## config.mk

```make
export PLATFORM = sky130hd
export DESIGN_NAME = pipe_hazard_ctrl_flat
export DESIGN_NICKNAME = d
export VERILOG_FILES = /design/src/rtl/pipe_hazard_ctrl_if.sv /design/src/rtl/pipe_hazard_ctrl.sv /design/src/flat_wrapper.sv
export SDC_FILE = /design/constraint.sdc
export NUM_CORES = 1
export LEC_CHECK = 0
export CAP_MARGIN = 20
export CORE_MARGIN = 4
export CORE_UTILIZATION = 44
export CTS_CLUSTER_DIAMETER = 80
export DETAILED_ROUTE_END_ITERATION = 12
export PLACE_DENSITY = 0.78
export SLEW_MARGIN = 20
export SYNTH_ARGS = -nofsm -noshare
export SYNTH_HDL_FRONTEND = slang
export SYNTH_SLANG_ARGS = --single-unit
```

## constraint.sdc

```tcl
create_clock -name clk -period 4 [get_ports clk]
set_input_delay 0.4 -clock clk [delete_from_list [all_inputs] [get_ports clk]]
set_output_delay 0.4 -clock clk [all_outputs]
set_load 0.05 [all_outputs]
```

## src/rtl/pipe_hazard_ctrl_if.sv

```systemverilog
// Hazard/interrupt control bus between the pipeline datapath and
// pipe_hazard_ctrl.
//   slave  : the controller (takes hazard/interrupt info, drives controls)
//   master : the datapath side (drives hazard/interrupt info, takes controls)
// Optional macro INT_MASK_EN adds the int_en interrupt enable signal.
interface pipe_hazard_ctrl_if #(
  parameter int REG_ADDR_W = 3
);
  logic                  int_req;
`ifdef INT_MASK_EN
  logic                  int_en;
`endif
  logic                  ex_mem_read;
  logic [REG_ADDR_W-1:0] ex_write_add;
  logic [REG_ADDR_W-1:0] id_src1;
  logic [REG_ADDR_W-1:0] id_src2;
  logic                  id_use_src1;
  logic                  id_use_src2;
  logic                  ex_branch_taken;
  logic                  pc_en;
  logic                  fd_en;
  logic                  fd_flush;
  logic                  de_flush;
  logic                  int_push_hi;
  logic                  int_push_lo;
  logic                  int_load_vector;
  logic                  int_busy;
  logic                  int_ack;

  modport slave (
    input  int_req,
`ifdef INT_MASK_EN
    input  int_en,
`endif
    input  ex_mem_read, ex_write_add, id_src1, id_src2,
    input  id_use_src1, id_use_src2, ex_branch_taken,
    output pc_en, fd_en, fd_flush, de_flush,
    output int_push_hi, int_push_lo, int_load_vector, int_busy, int_ack
  );

  modport master (
    output int_req,
`ifdef INT_MASK_EN
    output int_en,
`endif
    output ex_mem_read, ex_write_add, id_src1, id_src2,
    output id_use_src1, id_use_src2, ex_branch_taken,
    input  pc_en, fd_en, fd_flush, de_flush,
    input  int_push_hi, int_push_lo, int_load_vector, int_busy, int_ack
  );
endinterface

```

## src/rtl/pipe_hazard_ctrl.sv

```systemverilog
// Pipeline hazard and interrupt-entry sequencer.
// Drives PC write enable, F/D load/flush and D/E flush. In IDLE it resolves
// taken branches (flush F/D and D/E) and load-use hazards (hold PC and F/D,
// bubble D/E). A pending interrupt runs IDLE -> DRAIN (DRAIN_CYCLES) ->
// PUSH_HI -> PUSH_LO -> VECTOR -> IDLE.
// Ports:
//   clk, rst_n : clock, asynchronous active-low reset
//   bus        : pipe_hazard_ctrl_if.slave (hazard inputs, control outputs)
// Optional macro INT_MASK_EN: bus.int_en gates the start of the sequence.
module pipe_hazard_ctrl #(
  parameter int DRAIN_CYCLES = 3,   // 1..15
  parameter int REG_ADDR_W   = 3
) (
  input  logic                 clk,
  input  logic                 rst_n,
  pipe_hazard_ctrl_if.slave    bus
);
  typedef enum logic [2:0] {IDLE, DRAIN, PUSH_HI, PUSH_LO, VECTOR} state_t;

  state_t     state;
  logic       int_pend;
  logic [3:0] drain_cnt;

  logic [REG_ADDR_W-1:0] wa, s1, s2;
  logic load_use, int_ok, start;

  assign wa = bus.ex_write_add;
  assign s1 = bus.id_src1;
  assign s2 = bus.id_src2;

  assign load_use = bus.ex_mem_read &
                    ((bus.id_use_src1 & (s1 == wa)) |
                     (bus.id_use_src2 & (s2 == wa)));

`ifdef INT_MASK_EN
  assign int_ok = bus.int_en;
`else
  assign int_ok = 1'b1;
`endif

  // Only start when the IDLE cycle is not itself busy with a hazard, so the
  // branch flush / load-use stall completes before draining.
  assign start = int_pend & int_ok & ~bus.ex_branch_taken & ~load_use;

  always_ff @(posedge clk or negedge rst_n) begin
    if (!rst_n) begin
      state     <= IDLE;
      int_pend  <= 1'b0;
      drain_cnt <= 4'd0;
    end else begin
      // A request arriving during VECTOR survives the clear (set wins).
      int_pend <= bus.int_req | (int_pend & (state != VECTOR));
      unique case (state)
        IDLE: if (start) begin
          state     <= DRAIN;
          drain_cnt <= 4'(DRAIN_CYCLES - 1);
        end
        DRAIN: begin
          if (drain_cnt == 4'd0) state <= PUSH_HI;
          else                   drain_cnt <= drain_cnt - 4'd1;
        end
        PUSH_HI: state <= PUSH_LO;
        PUSH_LO: state <= VECTOR;
        VECTOR:  state <= IDLE;
        default: state <= IDLE;
      endcase
    end
  end

  // Zero-latency outputs decoded from state and current hazard inputs.
  always_comb begin
    bus.pc_en           = 1'b1;
    bus.fd_en           = 1'b1;
    bus.fd_flush        = 1'b0;
    bus.de_flush        = 1'b0;
    bus.int_push_hi     = 1'b0;
    bus.int_push_lo     = 1'b0;
    bus.int_load_vector = 1'b0;
    bus.int_ack         = 1'b0;
    bus.int_busy        = (state != IDLE);
    unique case (state)
      IDLE: begin
        if (bus.ex_branch_taken) begin
          bus.fd_flush = 1'b1;
          bus.de_flush = 1'b1;
        end else if (load_use) begin
          bus.pc_en    = 1'b0;
          bus.fd_en    = 1'b0;
          bus.de_flush = 1'b1;
        end
      end
      DRAIN: begin
        // A branch resolving here still updates PC so the saved return
        // address is the branch target.
        bus.pc_en    = bus.ex_branch_taken;
        bus.fd_flush = 1'b1;
        bus.de_flush = 1'b1;
      end
      PUSH_HI: begin
        bus.pc_en       = 1'b0;
        bus.fd_flush    = 1'b1;
        bus.de_flush    = 1'b1;
        bus.int_push_hi = 1'b1;
      end
      PUSH_LO: begin
        bus.pc_en       = 1'b0;
        bus.fd_flush    = 1'b1;
        bus.de_flush    = 1'b1;
        bus.int_push_lo = 1'b1;
      end
      VECTOR: begin
        bus.fd_flush        = 1'b1;
        bus.de_flush        = 1'b1;
        bus.int_load_vector = 1'b1;
        bus.int_ack         = 1'b1;
      end
      default: ;
    endcase
  end
endmodule

```

## src/flat_wrapper.sv

```systemverilog
// flat-port wrapper written by rule: the top's interface ports become plain ports
module pipe_hazard_ctrl_flat 
#(
  parameter int DRAIN_CYCLES = 3,           
  parameter int REG_ADDR_W   = 3
)
  (clk, rst_n, bus_int_req, bus_ex_mem_read, bus_ex_write_add, bus_id_src1, bus_id_src2, bus_id_use_src1, bus_id_use_src2, bus_ex_branch_taken, bus_pc_en, bus_fd_en, bus_fd_flush, bus_de_flush, bus_int_push_hi, bus_int_push_lo, bus_int_load_vector, bus_int_busy, bus_int_ack);
  pipe_hazard_ctrl_if #(.REG_ADDR_W(REG_ADDR_W)) bus_i ();
  input  logic clk;
  input  logic rst_n;
  input wire logic [$bits(bus_i.int_req)-1:0] bus_int_req;
  input wire logic [$bits(bus_i.ex_mem_read)-1:0] bus_ex_mem_read;
  input wire logic [$bits(bus_i.ex_write_add)-1:0] bus_ex_write_add;
  input wire logic [$bits(bus_i.id_src1)-1:0] bus_id_src1;
  input wire logic [$bits(bus_i.id_src2)-1:0] bus_id_src2;
  input wire logic [$bits(bus_i.id_use_src1)-1:0] bus_id_use_src1;
  input wire logic [$bits(bus_i.id_use_src2)-1:0] bus_id_use_src2;
  input wire logic [$bits(bus_i.ex_branch_taken)-1:0] bus_ex_branch_taken;
  output wire logic [$bits(bus_i.pc_en)-1:0] bus_pc_en;
  output wire logic [$bits(bus_i.fd_en)-1:0] bus_fd_en;
  output wire logic [$bits(bus_i.fd_flush)-1:0] bus_fd_flush;
  output wire logic [$bits(bus_i.de_flush)-1:0] bus_de_flush;
  output wire logic [$bits(bus_i.int_push_hi)-1:0] bus_int_push_hi;
  output wire logic [$bits(bus_i.int_push_lo)-1:0] bus_int_push_lo;
  output wire logic [$bits(bus_i.int_load_vector)-1:0] bus_int_load_vector;
  output wire logic [$bits(bus_i.int_busy)-1:0] bus_int_busy;
  output wire logic [$bits(bus_i.int_ack)-1:0] bus_int_ack;
  assign bus_i.int_req = bus_int_req;
  assign bus_i.ex_mem_read = bus_ex_mem_read;
  assign bus_i.ex_write_add = bus_ex_write_add;
  assign bus_i.id_src1 = bus_id_src1;
  assign bus_i.id_src2 = bus_id_src2;
  assign bus_i.id_use_src1 = bus_id_use_src1;
  assign bus_i.id_use_src2 = bus_id_use_src2;
  assign bus_i.ex_branch_taken = bus_ex_branch_taken;
  assign bus_pc_en = bus_i.pc_en;
  assign bus_fd_en = bus_i.fd_en;
  assign bus_fd_flush = bus_i.fd_flush;
  assign bus_de_flush = bus_i.de_flush;
  assign bus_int_push_hi = bus_i.int_push_hi;
  assign bus_int_push_lo = bus_i.int_push_lo;
  assign bus_int_load_vector = bus_i.int_load_vector;
  assign bus_int_busy = bus_i.int_busy;
  assign bus_int_ack = bus_i.int_ack;
  pipe_hazard_ctrl #(.DRAIN_CYCLES(DRAIN_CYCLES), .REG_ADDR_W(REG_ADDR_W)) u_core (.clk(clk), .rst_n(rst_n), .bus(bus_i));
endmodule
```

Yosys cells after proc, flatten, opt, wreduce, memory -nomap -nowiden
Cells that the tools add are included.
{ "word_totals": {"reg_bits": 8, "latchBits": 0, "ramBits": 0, "rom_bits": 0, "inputBits": 16, "out_inout_bits": 9, "n_memories": 0} }
{ "classes": {"n_addsub": 1, "n_mul": 0, "n_div": 0, "magnitude_cmp": 0, "n_eq_ne": 10, "n_shift": 0, "mux": 18, "bitwise_logic": 10, "reduce_logical": 8} }
{ "op_table": {"columns": ["op", "n"], "rows": [
  ["$pmux 3 s4", 1],
  ["$mux 1", 9],
  ["$mux 4", 2],
  ["$pmux 4 s2", 1],
  ["$and 1x1->1", 6],
  ["$eq 3x2->1 const B", 2],
  ["$eq 3x3->1", 2],
  ["$mux 3", 2],
  ["$logic_not 4->1", 1],
  ["$ne 2x1->1 const B", 2],
  ["$pmux 1 s2", 2],
  ["$reduce_or 4->1", 1],
  ["$sub 4x1->4 const B", 1],
  ["$eq 3x1->1 const B", 1],
  ["$eq 3x3->1 const B", 1],
  ["$logic_not 3->1", 1],
  ["$ne 3x3->1 const B", 1],
  ["$pmux 1 s3", 1],
  ["$reduce_and 3->1", 1],
  ["$reduce_bool 3->1", 1],
  ["$ne 2x2->1 const B", 1],
  ["$not 1->1", 2],
  ["$or 1x1->1", 2],
  ["$reduce_and 2->1", 1],
  ["other kinds (2)", 2]
]} }

Logic depth before layout (Yosys ltp)
Gate-level depths: netlist of the first run.
{ "depth": {"ltp_word": 8, "depth_mapped": 7, "mapped_depth_nobuf": 7} }

Least setup slack after synthesis of the first run
No wires, ideal clock.
{ "synth_path": {"path_type": "register to output", "startpoint": "register u_core.state[0]", "endpoint": "output port bus_de_flush", "arrival_ns": 2.158, "setup_slack_ns": 1.442, "path_stages_with_launch": 5, "path_buffers": 1, "cell_sequence": "dfrtp_1 > buf_2 > nor2_1 > mux2i_1 > nand2b_1"} }
{ "synth_via": {"elab_chain_cells": 3} }
{ "synth_lines": {"columns": ["item", "line", "source"], "rows": [
  ["start, declared", "pipe_hazard_ctrl.sv:20", "state_t state;"],
  ["start signal, assigned", "pipe_hazard_ctrl.sv:47", "state <= IDLE;"],
  ["start signal, assigned", "pipe_hazard_ctrl.sv:55", "state <= DRAIN;"],
  ["start signal, assigned", "pipe_hazard_ctrl.sv:59", "if (drain_cnt == 4'd0) state <= PUSH_HI;"],
  ["$eq 3x1->1, or another cell as far along", "pipe_hazard_ctrl.sv:81", "unique case (state)"],
  ["$reduce_or 4->1 (no source line)", null, null],
  ["$pmux 1 s2 (*)", "pipe_hazard_ctrl.sv:81", null],
  ["end, declared", "flat_wrapper.sv:22", "output wire logic [$bits(bus_i.de_flush)-1:0] bus_de_flush;"]
]} }
Mark *: on every way between the ends. The rest lies on a longest branch, timed or not.

Worst setup path in the final report of the first run
{ "layout_path": {"startpoint": "input port bus_ex_write_add[2]", "endpoint": "output port bus_fd_en"} }
{ "layout_via": {"elab_chain_cells": 7} }
{ "layout_lines": {"columns": ["item", "line", "source"], "rows": [
  ["start, declared", "flat_wrapper.sv:13", "input wire logic [$bits(bus_i.ex_write_add)-1:0] bus_ex_write_add;"],
  ["$eq 3x3->1, on equally long branches", "pipe_hazard_ctrl.sv:32, pipe_hazard_ctrl.sv:33", null],
  ["$and 1x1->1, on equally long branches", "pipe_hazard_ctrl.sv:32, pipe_hazard_ctrl.sv:33", null],
  ["$or 1x1->1 (*)", "pipe_hazard_ctrl.sv:32", "((bus.id_use_src1 & (s1 == wa)) |"],
  ["$and 1x1->1 (*)", "pipe_hazard_ctrl.sv:31", "assign load_use = bus.ex_mem_read &"],
  ["$mux 1 (*)", "pipe_hazard_ctrl.sv:86", "end else if (load_use) begin"],
  ["$mux 1 (*)", "pipe_hazard_ctrl.sv:83", "if (bus.ex_branch_taken) begin"],
  ["$mux 1 (*)", "pipe_hazard_ctrl.sv:81", null],
  ["end, declared", "flat_wrapper.sv:20", "output wire logic [$bits(bus_i.fd_en)-1:0] bus_fd_en;"]
]} }
Marked as above.

==> flow_metrics.env, run 1 <==
export IMPL_switchingPower_mw=0.346
export IMPL_cp_top_family="buffers and inverters"
export IMPL_pin_count=25
export IMPL_synth_top_area_cell="dfrtp_1"
export IMPL_drv_slew=0
export IMPL_grt_overflow_total=0
export IMPL_dr_first_iter_drc_count=7
export IMPL_clock_sinks=8
export IMPL_crit_chain="clkdlybuf4s50_1 -> xnor2_1 -> nand4_1 -> a21boi_1 -> nand2_1 -> or2_2 -> clkdlybuf4s50_1"
export IMPL_synth_distinct_cells=31
export IMPL_fin_nets=115
export IMPL_slew_headroom_pct=66.6
export IMPL_cts_tree="yes"
export IMPL_synth_fp_nets=88
export IMPL_antenna_found_initial=0
export IMPL_viasPerCell=5.44
export IMPL_p_clk_share_pct=8.9
export IMPL_finalCritPeriodShare_pct=76.6
export IMPL_avgSynthCellArea_um2=8.70
export IMPL_setup_viol=0
export IMPL_io_buffers=24
export IMPL_vias=598
export IMPL_diodes=0
export IMPL_synth_area_top_cells="dfrtp_1, xnor2_1, nor2_1"
export IMPL_clockRootBuffer="clkbuf_4"
export IMPL_p_per_area_mw_per_mm2=801
export IMPL_min_period_ns=3.06
export IMPL_synth_edf_count=0
export IMPL_ctsResizeCount=0
export IMPL_ys_top_cells_by_count="dfrtp_1, nor2_1, nand2_1, xnor2_1, inv_1"
export IMPL_rsz0062_at_grt="no"
export IMPL_fin_setup_tns_ns=0
export IMPL_grt_max_degree=13
export IMPL_setup_slack_ns=0.937
export IMPL_drive_above_1_share_pct=12.6
export IMPL_cp_depth=7
export IMPL_end_kind="output port"
export IMPL_grt_pass1_vias=604
export IMPL_rows=13
export IMPL_routed_wl_mm=1.48
export IMPL_seq_area_frac_synth_pct=32.9
export IMPL_drc=0
export IMPL_p_comb_share_pct=67.2
export IMPL_reg2reg_setup_slack_ns=2.18
export IMPL_place_congestion=0.787
export IMPL_skew_ns=0.0106
export IMPL_dp_hpwl_mm=1.19
export IMPL_reg2reg_to="u_core.drain_cnt[2]$_DFFE_PN0P_"
export IMPL_cts_made_buffers=3
export IMPL_drv_cap=0
export IMPL_synth_seq_cells=8
export IMPL_first_pass_iters=4
export IMPL_clock_latency_ns=0.26
export IMPL_fmax_mhz=326
export IMPL_criticalPathCategory="in -> out"
export IMPL_clk_pin_slew_worst_paths_ns=0.06
export IMPL_clock_path_buffers=2
export IMPL_synth_cells=70
export IMPL_place_ws_ns=0.969
export IMPL_yosysTopAreaCellShare_pct=32.9
export IMPL_start_kind="input port"
export IMPL_synth_async_sr_flop_share_pct=100
export IMPL_die_h_um=45.2
export IMPL_cts_max_level=1
export IMPL_worstMarginPinSlew_ns=0.489
export IMPL_grtUsageTotal_pct=17.2
export IMPL_worst_path_buf_inv=2
export IMPL_synth_warnings=0
export IMPL_die_area_mm2=0.00204
export IMPL_worstPathMaxFanout=6
export IMPL_multi_input_area_um2=374
export IMPL_wire_per_inst_um=13.5
export IMPL_cpPeakStageDelay_ns=0.70
export IMPL_seq_area_um2=200
export IMPL_ant_nets=0
export IMPL_r2r_start="u_core.drain_cnt[0]$_DFFE_PN0P_"
export IMPL_hold_path_class="in -> async"
export IMPL_fill_cells=116
export IMPL_hold_buffers=0
export IMPL_required_ns=3.60
export IMPL_p_leak_nw=0.363
export IMPL_ff2ff_path_depth=7
export IMPL_netlist_area_um2=609
export IMPL_synth_ff_type="dfrtp_1"
export IMPL_max_vdd_ir_drop_uv=630
export IMPL_finalHoldViolCount=0
export IMPL_post_cts_buffers=0
export IMPL_start_util_pct=46.8
export IMPL_slowest_stage="clkdlybuf4s50_1"
export IMPL_p_int_mw=0.358
export IMPL_die_w_um=45.2
export IMPL_core_area_mm2=0.00130
export IMPL_pwr_share_seq_pct=23.9
export IMPL_synth_most_common_cell="dfrtp_1"
export IMPL_timing_critical_path_mode_cell="clkdlybuf4s50_1"
export IMPL_switching_share_pct=49.1
export IMPL_status="completed"
export IMPL_grt_pass1_wl_mm=2.48
export IMPL_syn2layout_area_growth_pct=44.1
export IMPL_crit_arrival_ns=2.66
## how the worst max path moves through the flow
stage	start	endpoint	slack [ns]
after detailed placement	bus_ex_write_add[2]	bus_fd_en	0.97
after CTS	bus_ex_write_add[2]	bus_fd_en	0.94
final	bus_ex_write_add[2]	bus_fd_en	0.94
after global routing	bus_ex_write_add[2]	bus_fd_en	0.82
after floorplan	u_core.state[0]$_DFFE_PN0P_	bus_de_flush	1.44
after global placement	bus_ex_write_add[2]	bus_fd_en	1.03
## placed cells by master (no fill, tap or decap), drive strengths merged
cell,instances
nand3b,1
nor2,8
and2,1
clkbuf,3
o311ai,1
mux2i,2
mux2,1
a21boi,1
nand4,2
or2,3
o21ai,5
a2111oi,1
clkdlybuf4s50,24
nor4b,1
ha,2
o32a,1
nor3,2
a21oi,2
a221o,1
inv,6
nand2b,3
nand2,6
xnor2,6
and3b,1
or4,1
nor3b,1
dfrtp,8
a21o,1
## metrics by stage
stage	util, %	instances	power (mW)	cell area [um^2]	hold WS [ns]
2_1_floorplan	-	70	0.513	609	0.104
3_3_place_gp	65.8	107	0.633	856	0.474
3_5_place_dp	65.8	107	0.642	856	0.497
4_1_cts	67.5	110	0.707	878	0.429
5_1_grt	67.5	110	0.754	878	0.447
6_report	67.5	110	0.704	878	0.415
## area by class of cell
cell class | instances | area share [%]
Tap cell | 15 | 2.14
Clock buffer | 3 | 2.56
Multi-Input combinational cell | 54 | 42.6
Timing Repair Buffer | 24 | 27.4
Inverter | 6 | 2.56
Sequential cell | 8 | 22.8
## registers in the layout, indices dropped and copies added, names as in the netlist
signal            count
u_core.state          3
u_core.int_pend       1
u_core.drain_cnt      4
## cell families after synthesis
kind of cell | Yosys count | synth area share, %
AOI/OAI and AO/OA | 13 | 15.0
xor gates and xnor gates | 6 | 8.62
adders and majority gates | 2 | 4.11
buffers and inverters | 8 | 5.75
DFF | 8 | 32.9
muxes | 3 | 5.75
and+or+nand+nor | 30 | 27.9
## power groups by stage
stage	Clock, mW	Combinational [mW]	Sequential [mW]
CTS	0.0633	0.476	0.167
global route	0.0708	0.508	0.176
detailed placement	0	0.473	0.169
finish	0.0625	0.473	0.168
floorplan	0	0.364	0.149
global placement	0	0.467	0.167
## routing by layer
layer,track usage (%),share of wire [%],routed length [um],up-vias
met5,0,0,0,-
met4,10.5,1.5,22,0
met3,4.38,6.3,94,2
met2,30.2,50,746,25
met1,18.0,42,617,277
li1,-,-,-,294
No activity file was read; power rests on OpenSTA's default activity.
==> inputs of run 2 (changes only) <==
--- a/config.mk
+++ b/config.mk
@@ -7,10 +7,10 @@
 export LEC_CHECK = 0
 export CAP_MARGIN = 20
 export CORE_MARGIN = 4
-export CORE_UTILIZATION = 44
+export CORE_UTILIZATION = 37
 export CTS_CLUSTER_DIAMETER = 80
 export DETAILED_ROUTE_END_ITERATION = 12
-export PLACE_DENSITY = 0.78
+export PLACE_DENSITY = 0.69
 export SLEW_MARGIN = 20
 export SYNTH_ARGS = -nofsm -noshare
 export SYNTH_HDL_FRONTEND = slang
==> constraint.sdc (replaced) <==
create_clock -name clk -period 2.7 [get_ports clk]
set_input_delay 0.27 -clock clk [delete_from_list [all_inputs] [get_ports clk]]
set_output_delay 0.27 -clock clk [all_outputs]
set_load 0.05 [all_outputs]
==> run 2 against run 1 <==
  * Register-to-register slack worse by 1.3 ns
  * Cell area grew 0.71%
  * Die area increased by 15%
  * Power rose by 51%
  * First-iteration DRC count increased to 3.0 times the previous value
  * Worst hold slack worse by 0.12 ns
  * Non-clock buffer count did not move
  * Setup slack got worse by 0.59 ns
  * Sequential power is 48% higher
  * Clock-buffer cell count is the same
  * Critical path depth is 4 lower
  * Clock skew is 0.0017 ns lower
  * Critical endpoint is now bus_fd_flush
==> flow_metrics.env, run 2 (synthesized netlist as in run 1, its figures left out) <==
export IMPL_status="completed"
export IMPL_io_buffers=24
export IMPL_grtUsageTotal_pct=14.5
export IMPL_fmax_mhz=425
export IMPL_layout_common_cells="clkdlybuf4s50_1, dfrtp_1, nor2_1, xnor2_1, nand2_1"
export IMPL_reg2reg_to="u_core.drain_cnt[2]$_DFFE_PN0P_"
export IMPL_ant_nets=0
export IMPL_rows=14
export IMPL_multi_input_area_um2=374
export IMPL_start_util_pct=40.0
export IMPL_reg2reg_setup_slack_ns=0.87
export IMPL_reg_top3="u_core.drain_cnt x4, u_core.state x3, u_core.int_pend x1"
export IMPL_die_w_um=48.6
export IMPL_cts_made_buffers=3
export IMPL_top_register="u_core.drain_cnt"
export IMPL_fill_cells=147
export IMPL_finalCritPeriodShare_pct=87.1
export IMPL_ff2ff_path_depth=7
export IMPL_seq_area_um2=200
export IMPL_setup_slack_ns=0.348
export IMPL_power_mw=1.06
export IMPL_die_h_um=48.6
export IMPL_post_cts_buffers=0
export IMPL_criticalPathCategory="reg -> out"
export IMPL_routed_top_layer="met4"
export IMPL_core_area_mm2=0.00152
export IMPL_die_area_mm2=0.00236
export IMPL_place_ws_ns=0.434
export IMPL_antenna_found_initial=0
export IMPL_drv_cap=0
export IMPL_r2r_start="u_core.drain_cnt[0]$_DFFE_PN0P_"
export IMPL_grt_overflow_total=0
export IMPL_fin_nets=115
export IMPL_grt_pass1_vias=597
export IMPL_viasPerCell=5.38
export IMPL_vias=597
export IMPL_dp_hpwl_mm=1.18
export IMPL_ctsResizeCount=0
export IMPL_grt_pass1_wl_mm=2.80
export IMPL_clock_sinks=8
export IMPL_place_congestion=0.766
export IMPL_slew_headroom_pct=66.8
export IMPL_cts_tree="yes"
export IMPL_cts_max_level=1
export IMPL_first_pass_iters=4
export IMPL_layout_commonest_cell="clkdlybuf4s50_1"
export IMPL_rsz0062_at_grt="no"
export IMPL_slowest_stage="clkdlybuf4s50_1"
export IMPL_wire_per_inst_um=13.4
export IMPL_clock_path_buffers=2
export IMPL_clk_pin_slew_worst_paths_ns=0.06
export IMPL_finalHoldViolCount=0
export IMPL_setup_viol=0
export IMPL_drive_above_1_share_pct=15.8
export IMPL_pin_count=25
export IMPL_drc=0
export IMPL_clockRootBuffer="clkbuf_4"
export IMPL_p_leak_nw=0.369
export IMPL_holdWs_ns=0.296
export IMPL_end_kind="output port"
export IMPL_diodes=0
export IMPL_start_kind="register"
export IMPL_drt_met1_wl_um=675
export IMPL_hold_buffers=0
export IMPL_skew_ns=0.00891
export IMPL_max_vdd_ir_drop_uv=806
export IMPL_hold_path_class="in -> async"
export IMPL_crit_arrival_ns=2.08
export IMPL_cpPeakStageDelay_ns=0.83
export IMPL_clock_latency_ns=0.26
export IMPL_largest_reg_flops=4
export IMPL_grt_max_degree=13
export IMPL_crit_chain="nor2_1 -> mux2i_1 -> clkdlybuf4s50_1"
export IMPL_crit_path_start="u_core.state[0]$_DFFE_PN0P_"
export IMPL_wl_met2_um=733
export IMPL_required_ns=2.43
export IMPL_p_per_area_mw_per_mm2=1200
export IMPL_fin_setup_tns_ns=0
export IMPL_worstPathMaxFanout=12
export IMPL_drv_slew=0
export IMPL_min_period_ns=2.35
export IMPL_syn2layout_area_growth_pct=45.2
export IMPL_worstMarginPinSlew_ns=0.485
export IMPL_routed_wl_mm=1.49
export IMPL_dr_wl_met3_um=73
export IMPL_dr_first_iter_drc_count=21
export IMPL_utilization_pct=58.0
## run 2: cell types whose count changed in the layout (fill, tap and decap cells not counted)
cell / delta
buf_4: +2
buf_12: +1
clkdlybuf4s50_1: -3
## run 2: per-layer routing
metal  track usage [%]  vias up
met4              2.69        0
met2              21.5       15
li1                  -      293
met3              5.21        2
met5                 0        -
met1              20.2      287
## run 2: power by group
part           leakage [nW]  internal (mW)  switching, mW
logic                 0.260          0.321          0.397
registers            0.0955          0.172         0.0769
clock network        0.0138         0.0512         0.0463
total                 0.369          0.544          0.520
## run 2: worst max-delay path by stage
| stage | depth (start not counted) | endpoint |
|---|---|---|
| final | 3 | bus_fd_flush |
| after global routing | 3 | bus_fd_flush |
| after CTS | 3 | bus_fd_flush |
| after detailed placement | 7 | bus_fd_en |
| after global placement | 7 | bus_fd_en |
| after floorplan | 4 | bus_de_flush |
## run 2: area by class of cell
| class | instances | area share (%) |
|---|---|---|
| multi-input cells | 54 | 42.3 |
| clock buffers | 3 | 2.55 |
| repair buffers | 24 | 27.7 |
| well taps | 16 | 2.26 |
| inverters | 6 | 2.55 |
| flip-flops and latches | 8 | 22.6 |
## run 2: stage by stage
step / instance area (um^2) / cells
3_5_place_dp: 862 / 108
4_1_cts: 885 / 111
5_1_grt: 885 / 111
2_1_floorplan: 609 / 70
3_3_place_gp: 862 / 108
6_report: 885 / 111
## run 2: worst max-delay path: cells and delay by family (launching register included)
family | cells | cell delay [ns]
flip-flops | 1 | 0.51
buffers and inverters | 1 | 0.83
multiplexers | 1 | 0.24
AND/OR/NAND/NOR | 1 | 0.25
